==> config.mk <==
export PLATFORM = sky130hd
export DESIGN_NAME = instruction_fetch_unit
export DESIGN_NICKNAME = d
export VERILOG_FILES = /design/src/rtl/instruction_fetch_unit.sv
export SDC_FILE = /design/constraint.sdc
export NUM_CORES = 1
export LEC_CHECK = 0
export ABC_AREA = 0
export BUFFER_PORTS_ARGS = -buffer_cell sky130_fd_sc_hd__clkbuf_2
export CORE_ASPECT_RATIO = 0.9
export CORE_MARGIN = 2
export CORE_UTILIZATION = 52
export DETAILED_ROUTE_END_ITERATION = 8
export PLACE_DENSITY_LB_ADDON = 0.2
export SETUP_SLACK_MARGIN = 0.3
export SYNTH_ARGS = -nofsm -noshare
export SYNTH_HDL_FRONTEND = slang
export SYNTH_SLANG_ARGS = --single-unit
==> constraint.sdc <==
create_clock -name clk -period 2.88 [get_ports clk]
set_input_delay 0.432 -clock clk [delete_from_list [all_inputs] [get_ports clk]]
set_output_delay 0.432 -clock clk [all_outputs]
set_load 0.02 [all_outputs]
==> src/rtl/instruction_fetch_unit.sv <==
// LEGv8 fetch stage: PC register, instruction memory addressing and IF/ID pipeline register.
// Optional fetch fault checking is compiled in with `define IF_FAULT_CHECK_EN.
module instruction_fetch_unit #(
  parameter logic [63:0] RESET_PC   = 64'd0,
  parameter int          IMEM_BYTES = 226
) (
  input  logic        clk,
  input  logic        reset,
  input  logic        stall,
  input  logic        flush,
  input  logic        branch_taken,
  input  logic [63:0] branch_target,
  output logic [63:0] imem_addr,
  input  logic [31:0] imem_data,
  output logic [63:0] ifid_pc,
  output logic [63:0] ifid_pc_plus4,
  output logic [31:0] ifid_instr,
  output logic        ifid_valid,
  output logic [31:0] fetch_count,
  output logic        fetch_fault
);

  typedef struct packed {
    logic [63:0] pc;
    logic [63:0] pc_plus4;
    logic [31:0] instr;
    logic        valid;
  } ifid_t;

  logic [63:0] pc;
  logic [63:0] pc_plus4;
  ifid_t       ifid;
  logic [31:0] count;
  logic        fault_now;

  assign pc_plus4  = pc + 64'd4;
  assign imem_addr = pc;

`ifdef IF_FAULT_CHECK_EN
  localparam logic [64:0] IMEM_LIMIT = 65'(IMEM_BYTES);
  logic fault_q;

  // Widened so the last-byte check cannot wrap near the top of the address space.
  assign fault_now = (pc[1:0] != 2'b00) || (({1'b0, pc} + 65'd3) >= IMEM_LIMIT);

  always_ff @(posedge clk) begin
    if (reset)
      fault_q <= 1'b0;
    else if (!flush && !branch_taken && !stall && fault_now)
      fault_q <= 1'b1;
  end

  assign fetch_fault = fault_q;
`else
  assign fault_now   = 1'b0;
  assign fetch_fault = 1'b0;
`endif

  always_ff @(posedge clk) begin
    if (reset) begin
      pc    <= RESET_PC;
      ifid  <= '0;
      count <= '0;
    end else begin
      if (branch_taken)
        pc <= branch_target;
      else if (!stall && !fault_now)
        pc <= pc_plus4;

      // Bubble beats stall so a squashed slot never lingers in IF/ID.
      if (flush || branch_taken) begin
        ifid <= '0;
      end else if (!stall) begin
        if (fault_now) begin
          ifid <= '0;
        end else begin
          ifid.pc       <= pc;
          ifid.pc_plus4 <= pc_plus4;
          ifid.instr    <= imem_data;
          ifid.valid    <= 1'b1;
          if (count != 32'hFFFF_FFFF)
            count <= count + 32'd1;
        end
      end
    end
  end

  assign ifid_pc       = ifid.pc;
  assign ifid_pc_plus4 = ifid.pc_plus4;
  assign ifid_instr    = ifid.instr;
  assign ifid_valid    = ifid.valid;
  assign fetch_count   = count;

endmodule

# Word-level counts from Yosys, hierarchy flattened
# Index checks and enable logic that the tools add are counted.
# word_totals
latchBits,0
ramBits,0
word_cells,17
inputBits,101
romBits,0
reg_bits,257
mem_count,0
# classes
n_reduce_logical,3
n_bitwise,2
n_lt_le_gt_ge,0
multipliers,0
shift,0
n_eq_ne,2
div,0
n_mux,2
addsub,2
# ops
operator,count
$mux W64,2
$add A64 B3 Y64 const B,1
$add A32 B1 Y32 const B,1
$ne A32 B32 Y1 const B,1
$reduce_and A3 Y1,1
$ne A2 B1 Y1 const B,1
$not A1 Y1,2
$reduce_or A2 Y1,1
$logic_or A1 B1 Y1,1

# Logic depth before layout (Yosys ltp)
# Gate-level depths: netlist (run 1).
# logic_depth
ltp_word,3
ltp_mapped,8

# Worst setup path after synthesis (run 1)
# No wires, ideal clock.
# synth_path
kind,register to register
start,"reg pc[4], in the netlist imem_addr[4]"
end,"reg ifid, in the netlist ifid_pc_plus4[57]"
slack_ns,0.254
arrival_ns,2.510
setup_ns,0.115
path_stages_with_launch,9
n_path_buf,2
required_ns,2.765
synth_period_minus_slack_ns,2.626
cell_sequence,dfxtp_1 buf_2 nand3_1 or3_2 buf_2 nor2_4 or4b_2 xnor2_1 o21ba_2
# synth_via
elab_chain_cells,1
# synth_rtl
item,line,source
start: declaration,30,logic [63:0] pc;
start signal: assignment,66,pc <= branch_target;
start signal: assignment,68,pc <= pc_plus4;
$add A64 B3 Y64,36,assign pc_plus4 = pc + 64'd4;
end: declaration,32,ifid_t ifid;
# No other way between the ends.
# A chain may end at the register's enable or synchronous reset.

# Worst setup path in the final report (run 1)
# layout_path
start,"reg count[3], in the netlist fetch_count[3]"
end,"reg count[11], in the netlist fetch_count[11]"
# layout_via
elab_chain_cells,2
word_cells_on_any_way,3
cone_classes,add/sub (1); eq/ne (1); reduce/logical (1)
# layout_rtl
item,line,source
start: declaration,33,logic [31:0] count;
start signal: assignment,82,count <= count + 32'd1;
branches (longest 2 deep; another with $add A32 B1 Y32),--,
# Parallel ways; which one is timed is not known.

==> results by group, run 1 <==
Logic synthesis
  – Synthesis-stage register bit count: between 200 and 300
  – Fraction of synthesized cell area in xor and xnor cells: roughly a tenth
  – Synth top area cells: dfxtp_1 44%, mux2i_1 8.8%, nor2_1 7.4%
  – Syn_nets: 1489
  – Synth unique cells: 51
  – Number of synthesized flops with an enable pin: 0
  – Main combinational cell family by area after synthesis: simple AND/OR/NAND/NOR gates
  – Yosys top cell area share: 43.7%
  – Seq/Total Area, Yosys: a little over two fifths
  – Synth cell count leaders: 255 x dfxtp_1, 230 x nor2_1, 108 x nand2_1
  – Commonest register cell after synthesis: dfxtp_1
  – Ys async rst share: 0%
  – Adder-cell share of the synthesized area: less than 1%
  – Mux share of post-synthesis cell area: 8.82%
  – Complex-gate fraction of the synthesized area: about 8.7%
  – Syn avg cell area: between 8 and 9 µm²
  – Gate Count Post-Synth: approximately 1400
  – Syn. warnings: 0
  – Mapped Area: about 12000 µm²
  – Top-count cell post-synth: dfxtp_1
  – Simple-Gate Fraction of Synth Area: a little under a quarter
  – Dominant cell type by area after synthesis: dfxtp_1

Drt
  – Residual DRC count: 0
  – Final ANT Viol Nets: 0
  – Drt first pass iters: 5
  – Via density: ~5.6
  – Avg WL per Cell: approximately 19 µm
  – Vias after detailed routing: 11400
  – DRT iter0 DRCs: ~960
  – Post-detailed-routing wire length: about 39 mm

Floorplanning
  – Initial Util: roughly 53%
  – DIE AREA: 23700 µm²
  – Num ports: roughly 360
  – Die Span Y: around 150 µm
  – Row cnt: 52
  – Die Width: about 160 µm
  – CORE AREA: ~22000 µm²

Timing
  – Final slew viol count: 0
  – Worst-margin pin slew: slightly below 0.8 ns
  – Final min period: between 2 and 3 ns
  – Max-slew headroom: between 40% and 50%
  – Final setup fails: 0
  – Max Clk Rate: ~400 MHz
  – Hold Slack: roughly 0.11 ns
  – Fin. Hold Viols: 0
  – Clk_skew: between 0.01 and 0.015 ns
  – Final setup TNS: 0 ns
  – RSZ-0062 raised after global routing: true
  – Tcrit/Tclk final: roughly 87%

Setup path
  – FF-to-FF path depth: 7
  – Crit Reg-Reg Startpoint: fetch_count[3]
  – Critical Path Start Type: register
  – Worst Setup SP: fetch_count[3]
  – Crit end category: register
  – CP Max Fanout: 13
  – Worst Path Required: 3.27 ns
  – WS Path Type: reg -> reg
  – Worst Path Arrival: 2.90 ns
  – Critical R2R Capture: fetch_count[11]
  – Worst setup path end: fetch_count[11]
  – Worst R2R Setup Slack: about 0.37 ns

Run status
  – Status: complete, no violations

Layout
  – Nets: about 1800
  – Fillers: between 1500 and 2000
  – Area Overhead vs Synth: 27.5%
  – Share of cells above drive strength 1: roughly 30%
  – Sequential standard cell area: a little over 5000 µm²
  – Multi-input logic area: between 6000 and 7000 µm²
  – Post-route cell area: roughly 15000 µm²
  – Post-layout util: roughly two thirds
  – Antenna diodes: 0

GRT
  – First-pass GRT wire length: ~60 mm
  – Initial antenna violation count: 0
  – GR Overflow Total: 0
  – Largest net degree at the start of global routing: around 110
  – Total GRT Usage: a little under a third
  – Number of global-route vias before repair: approximately 11000

Hold path
  – Worst Hold Class: in -> reg
  – HP Start: branch_target[60]

Clock network
  – Clock sink total: around 260
  – Clock Root Buffer: clkbuf_16
  – CTS tree: yes
  – TritonCTS Buffers: 27
  – # H-tree levels: 1
  – CTS hold repair buffers: 0
  – Clock latency at the later pin of the worst-skew pair: around 0.53 ns
  – Clock buffer depth: 3
  – Clock-pin slew on the worst setup and hold paths: 0.06 ns

Placed design
  – Placed inst area: 13900 µm²
  – Post-detail-place hpwl: 28.2 mm
  – PortBufs: 357
  – Final Wtd Congestion: between 0.9 and 1

Power and ir drop
  – Max VDD drop: between 0.3 and 0.4 mV
  – Pwr dens: 545 nW/µm²
  – Pleak: roughly 0.0063 µW
  – Design Power: between 8000 and 9000 µW

Flow run
  – Max Cap Viol: 0
logic make-up after synthesis:
logic type | after synthesis
AND/OR/NAND/NOR | 577
AO/OA/AOI/OAI | 178
multiplexers | 103
XOR/XNOR | 137
other | 1
adder cells (fa/ha/maj) | 2
buffers and inverters | 133
flip-flops | 255
flip-flops by register name, indices dropped and copies added, names as in the netlist:
signal and cells:
imem_addr 64, ifid_valid 1, ifid_pc 64, fetch_count 32, ifid_pc_plus4 62, ifid_instr 32
metal layers:
layer	wire, µm	global-route usage, %
met5	0	0
met4	1340	10.4
met3	3410	7.16
met2	17700	50.8
met1	16400	42.5
critical path, stage by stage, from the launching register on:
cell and delay [ns]:
dfxtp_1 0.43, nand4_1 0.20, or4_1 0.62, or4_4 0.50, buf_4 0.22, nand4_1 0.14, xor2_1 0.20, nor2_1 0.06
worst min path at each step:
stage	endpoint	slack, ns	cells after the start
4_1_cts	imem_addr[63]	0.10	3
3_5_place_dp	ifid_valid	0.44	1
6_report	imem_addr[60]	0.11	3
2_1_floorplan	imem_addr[0]	0.48	2
5_1_grt	imem_addr[63]	0.13	3
3_3_place_gp	ifid_valid	0.44	1
through the flow:
| step | instances | setup slack [ns] |
|---|---|---|
| finish | 2032 | 0.367 |
| CTS | 2029 | 0.303 |
| global route | 2032 | 0.244 |
| floorplan | 1386 | 0.303 |
| detailed placement | 1983 | 0.0775 |
| global placement | 1983 | 0.0956 |
power breakdown:
part / internal (µW) / switching, µW
logic: 326 / 533
clock network: 2090 / 1430
registers: 3620 / 115
what timing repair did:
action | in CTS | in global routing
setup endpoints to repair | 3 | 41
pin swaps | 0 | 4
hold endpoints to repair | 0 | 0
cloned | 0 | 0
resized for setup | 2 | 20
buffers inserted | 0 | 3
layout make-up:
type | instances | share of cell area, %
tap | 297 | 2.49
clock inverter | 10 | 0.924
timing repair buffer | 428 | 15.9
inverter | 8 | 0.210
sequential | 255 | 34.3
multi-input combinational | 998 | 41.1
clock buffer | 36 | 5.03
cell usage in the layout (no fill, tap or decap), types with 36 or more instances in the layout:
cell type,instances
nand4_1,63
a21oi_1,79
nor2_1,228
dfxtp_1,246
xnor2_1,73
nand2_1,107
nand3_1,37
xor2_1,64
clkbuf_2,355
mux2i_1,103
nor3_1,36
buf_4,68
o21ai_0,57
Power figures use the tool's default switching activity.
==> inputs of run 2 (changes only) <==
Settings changed: CORE_UTILIZATION 52 to 55.
Clock period 2.88 ns to 2.9 ns, I/O delays scaled along.
==> run 2 against run 1 <==
  * Clock-buffer cell count grew 4
  * Highest routed layer unchanged
  * Flip-flop and latch count is the same
  * Critical path type unchanged
  * Largest cell class unchanged
  * Clock skew grew 0.0048 ns
==> results by group, run 2 (synthesized netlist as in run 1, its figures left out) <==
Setup path
  – Crit end category: register
  – Crit-path leading delay family: simple AND/OR/NAND/NOR gates
  – Critical Path Start Type: register
  – Max stage delay on crit path: approximately 0.63 ns
  – CP Max Fanout: 9
  – Worst path bufs/invs: 0
  – Worst Path Required: 3.33 ns
  – WS Path Type: reg -> reg
  – Cell Chain, Critical Path: nand4_1 > or2_2 > nor2_4 > or4b_2 > xnor2_1 > o21ba_2
  – CP max-delay cell: or4b_2
  – Worst Path Arrival: 2.90 ns

Layout
  – Area Overhead vs Synth: 26.1%
  – Most frequent cells in the layout: 355 x clkbuf_2, 242 x dfxtp_1, 229 x nor2_1
  – Most common cell after layout, fill and taps aside: clkbuf_2
  – Fillers: 1732
  – Nets: about 1800
  – Final Non-Filler Cells: ~2000
  – Share of cells above drive strength 1: between 20% and 30%

Clock network
  – Clock buffer depth: 3
  – Clock Root Buffer: clkbuf_16
  – Clock latency at the later pin of the worst-skew pair: 0.53 ns
  – TritonCTS Buffers: 27
  – Clock sink total: roughly 260
  – CTS hold repair buffers: 0
  – CTS tree: yes
  – # H-tree levels: 1
  – Clock-pin slew on the worst setup and hold paths: around 0.06 ns

GRT
  – Total GRT Usage: about a third
  – GR Overflow Total: 0
  – Number of global-route vias before repair: around 11000
  – Largest net degree at the start of global routing: 104
  – Initial antenna violation count: 1
  – First-pass GRT wire length: between 50 and 60 mm

Drt
  – Residual DRC count: 0
  – Via density: 5.70
  – Avg WL per Cell: between 15 and 20 µm
  – DRT iter0 DRCs: a little under 900
  – Post-detailed-routing wire length: 37.6 mm
  – Vias after detailed routing: between 10000 and 15000
  – Drt first pass iters: 5
  – Final ANT Viol Nets: 0

Power and ir drop
  – Flop pwr share: 46.1%
  – Max VDD drop: about 0.39 mV
  – Internal power: a little over 6000 µW
  – Pleak: roughly 0.0062 µW
  – Logic pwr share: under 10%
  – Psw: a little over 2000 µW
  – Switching Fraction: ~25%
  – Clock power share: between 40 and 50%
  – Pwr dens: approximately 550 nW/µm²

Timing
  – Final setup TNS: 0 ns
  – Max-slew headroom: 51.4%
  – RSZ-0062 raised after global routing: true
  – Tcrit/Tclk final: a little under nine tenths
  – Final min period: around 2.5 ns
  – Final setup fails: 0
  – Worst-margin pin slew: 0.725 ns
  – Final slew viol count: 0
  – Clk_skew: around 0.015 ns
  – Setup ws final: between 0.4 and 0.5 ns
  – Max Clk Rate: a little over 400 MHz
  – Fin. Hold Viols: 0

Placed design
  – Dpl ws: 0.211 ns
  – Final Wtd Congestion: around 0.97
  – PortBufs: 357
  – Post-detail-place hpwl: ~27 mm
  – Dpl cells: 1952

Run status
  – Status: complete, no violations

Floorplanning
  – Die Width: around 160 µm
  – Num ports: roughly 360
  – Initial Util: between 50% and 60%
  – DIE AREA: 22400 µm²
  – Row cnt: 50
  – CORE AREA: about 21000 µm²
  – Die Span Y: 142 µm

Flow run
  – Max Cap Viol: 0

Hold path
  – Worst Hold Class: in -> reg
## run 2: final cells by class
cell class	instances	area [µm²]	share of cell area [%]
antenna	1	2.50	0.0170
sequential	255	5120	34.8
inverter	8	31.3	0.212
tap	286	358	2.43
clock inverter	7	110	0.747
timing repair buffer	408	2230	15.1
clock buffer	40	805	5.46
multi-input combinational	998	6080	41.3
## run 2: metrics by stage
| stage | utilization, % | hold slack (ns) | area (µm²) | power (µW) |
|---|---|---|---|---|
| 2_1_floorplan | - | 0.484 | 11700 | 4280 |
| 3_3_place_gp | 66.0 | 0.443 | 13700 | 4580 |
| 3_5_place_dp | 66.0 | 0.445 | 13700 | 4590 |
| 4_1_cts | 70.4 | 0.0927 | 14700 | 8120 |
| 5_1_grt | 70.7 | 0.120 | 14700 | 8350 |
| 6_report | 70.7 | 0.104 | 14700 | 8100 |
## run 2: timing repair
item	CTS	global route
pin swaps	1	2
endpoints found under the setup margin	14	13
resized for setup	1	18
buffers inserted	1	2
endpoints found under the hold margin	0	0
## run 2: tightest hold or removal path: cells and delay by family
family                 cells  cell delay [ns]
AND/OR/NAND/NOR            1             0.04
buffers and inverters      1             0.08
AO/OA/AOI/OAI              1             0.05
## run 2: worst paths after layout
check	from	endpoint	slack (ns)	cells after the start
max	imem_addr[14]	ifid_pc_plus4[57]	0.43	6
min	branch_target[45]	imem_addr[45]	0.10	3
max reg2reg	imem_addr[14]	ifid_pc_plus4[57]	0.43	6
min reg2reg	ifid_pc_plus4[10]	ifid_pc_plus4[10]	0.46	2
## run 2: power groups by stage
stage          Sequential (µW)  Combinational [µW]  Clock, µW
2_1_floorplan             3840                 437          0
3_3_place_gp              3800                 786          0
3_5_place_dp              3800                 792          0
4_1_cts                   3730                 798       3600
5_1_grt                   3740                 863       3740
6_report                  3730                 803       3570
## run 2: routing by layer
| layer | wire length (µm) | part of all wire [%] | up-vias | global-route usage, % |
|---|---|---|---|---|
| met5 | 0 | 0 | - | 0 |
| met2 | 17400 | 46 | 560 | 52.0 |
| met4 | 1390 | 3.7 | 0 | 12.4 |
| met3 | 3450 | 9.2 | 87 | 6.52 |
| met1 | 15400 | 41 | 5385 | 42.9 |
| li1 | - | - | 5395 | - |
==> inputs of run 3 (changes only) <==
Settings changed: RECOVER_POWER from default to 100.
==> run 3 against run 2 <==
  * The flow now finishes with violations (max-capacitance violations, max-slew violations)
  * Wire length grew 0.55%
  * Final cell count is the same
  * Hold slack gained 0.0016 ns
  * Largest power group unchanged
  * Core utilization shrank 2.0 points
  * Die area is the same
  * Non-clock buffer count is the same
  * Global-route usage is the same
  * Register-to-register slack lost 0.15 ns
==> results by group, run 3 (synthesized netlist as in run 1, its figures left out) <==
Drt
  – Drt first pass iters: 6
  – Vias after detailed routing: between 10000 and 15000
  – Via density: roughly 5.7
  – Residual DRC count: 0
  – DRT iter0 DRCs: between 800 and 900
  – Final ANT Viol Nets: 0
  – Avg WL per Cell: between 15 and 20 µm
  – Post-detailed-routing wire length: between 30 and 40 mm

Setup path
  – Crit end category: register
  – CP Max Fanout: 8
  – WS Path Type: reg -> reg
  – Critical Path Start Type: register
  – Worst Path Arrival: between 3 and 4 ns
  – Worst Path Required: roughly 3.3 ns

Layout
  – Post-route cell area: ~14000 µm²
  – Area Overhead vs Synth: 22.4%
  – Share of cells above drive strength 1: between 10% and 20%
  – Most frequent cells in the layout: 256 x clkbuf_1, 253 x dfxtp_1, 229 x nor2_1
  – Most common cell after layout, fill and taps aside: clkbuf_1
  – Fillers: 1882
  – Final Non-Filler Cells: roughly 2000
  – Nets: 1801

Run status
  – Status: finished with violations
  – Failing checks: max-capacitance violations, max-slew violations

Floorplanning
  – Row cnt: 50
  – CORE AREA: around 21000 µm²
  – Initial Util: about 56%
  – Num ports: 359
  – Die Span Y: around 140 µm
  – DIE AREA: between 20000 and 25000 µm²
  – Die Width: around 160 µm

GRT
  – Number of global-route vias before repair: about 11000
  – GR Overflow Total: 0
  – Initial antenna violation count: 1
  – Total GRT Usage: approximately a third
  – First-pass GRT wire length: slightly below 60 mm
  – Largest net degree at the start of global routing: roughly 100

Timing
  – Final setup fails: 0
  – Clk_skew: 0.0161 ns
  – Setup ws final: around 0.28 ns
  – Fin. Hold Viols: 0
  – Final min period: 2.62 ns
  – Final slew viol count: roughly 100
  – Hold Slack: ~0.11 ns
  – Max-slew headroom: -9.71%
  – RSZ-0062 raised after global routing: true
  – Tcrit/Tclk final: just over 90%
  – Final setup TNS: 0 ns
  – Worst-margin pin slew: about 1.6 ns
  – Max Clk Rate: 381 MHz

Clock network
  – CTS tree: yes
  – Clock latency at the later pin of the worst-skew pair: roughly 0.53 ns
  – Clock-pin slew on the worst setup and hold paths: ~0.060 ns
  – Clock sink total: between 200 and 300
  – # H-tree levels: 1
  – Clock Root Buffer: clkbuf_16
  – CTS hold repair buffers: 0
  – Clock buffer depth: 3
  – TritonCTS Buffers: 27

Power and ir drop
  – Pleak: ~0.0053 µW
  – Max VDD drop: roughly 0.39 mV
  – Pwr dens: between 500 and 600 nW/µm²

Placed design
  – Dpl ws: between 0.2 and 0.25 ns
  – Placed inst area: roughly 14000 µm²
  – Final Wtd Congestion: approximately 0.97
  – PortBufs: around 360
  – Post-detail-place hpwl: ~27 mm
  – Dpl cells: slightly below 2000

Flow run
  – Max Cap Viol: 1

Hold path
  – Worst Hold Class: in -> reg
[run 3: changes by cell type in the layout (fill, tap and decap cells not counted), moves of 2 or more]
cell      before  now
buf_12         4    1
clkbuf_1       5  256
clkbuf_2     355  121
clkbuf_4       0    2
or2_0          0    2
buf_4         47   31
or2_2          9    7
dfxtp_2       13    2
dfxtp_1      242  253
[run 3: routing by layer]
| layer | vias up | wire (µm) | GRT usage (%) |
|---|---|---|---|
| met5 | - | 0 | 0 |
| li1 | 5382 | - | - |
| met4 | 0 | 1430 | 12.4 |
| met2 | 608 | 17300 | 52.0 |
| met1 | 5384 | 15500 | 42.9 |
| met3 | 97 | 3590 | 6.52 |
[run 3: where the power goes]
group | total [µW] | internal [µW] | switching (µW)
clock network | 3570 | 2170 | 1400
registers | 3730 | 3600 | 134
logic | 775 | 282 | 494
total | 8070 | 6040 | 2030
[run 3: worst paths after layout]
path,from,slack [ns],to,depth (start not counted)
worst min register to register,ifid_pc_plus4[11],0.46,ifid_pc_plus4[11],2
worst max-delay path,imem_addr[36],0.28,imem_addr[40],7
worst max register to register,imem_addr[36],0.28,imem_addr[40],7
worst min-delay path,branch_target[45],0.11,imem_addr[45],3
[run 3: timing repair]
item | in CTS | in global routing
setup endpoints to repair | 14 | 13
pin swaps | 1 | 2
setup buffers | 1 | 2
gates resized for setup | 1 | 18
endpoints found under the hold margin | 0 | 0
[run 3: area by class of cell]
type	instances	area [µm²]	share of cell area (%)
Multi-Input combinational cell	998	6070	42.4
Timing Repair Buffer	408	1830	12.8
Clock inverter	7	110	0.769
Tap cell	286	358	2.50
Inverter	8	31.3	0.219
Clock buffer	40	805	5.62
Antenna cell	1	2.50	0.0175
Sequential cell	255	5110	35.7
[run 3: per-stage QoR]
stage	total power [µW]	utilization, %
final	8070	68.7
after global routing	8320	68.7
after CTS	8120	70.4
after detailed placement	4590	66.0
after global placement	4580	66.0
after floorplan	4280	-
[run 3: worst max-delay path, cell delays in order, from the launching register on]
cell and delay [ns]:
dfxtp_1 0.37, clkbuf_1 0.46, nand4_1 0.28, nor4_1 0.23, buf_4 0.18, nand3_1 0.23, or3_1 0.41, a311oi_1 0.33
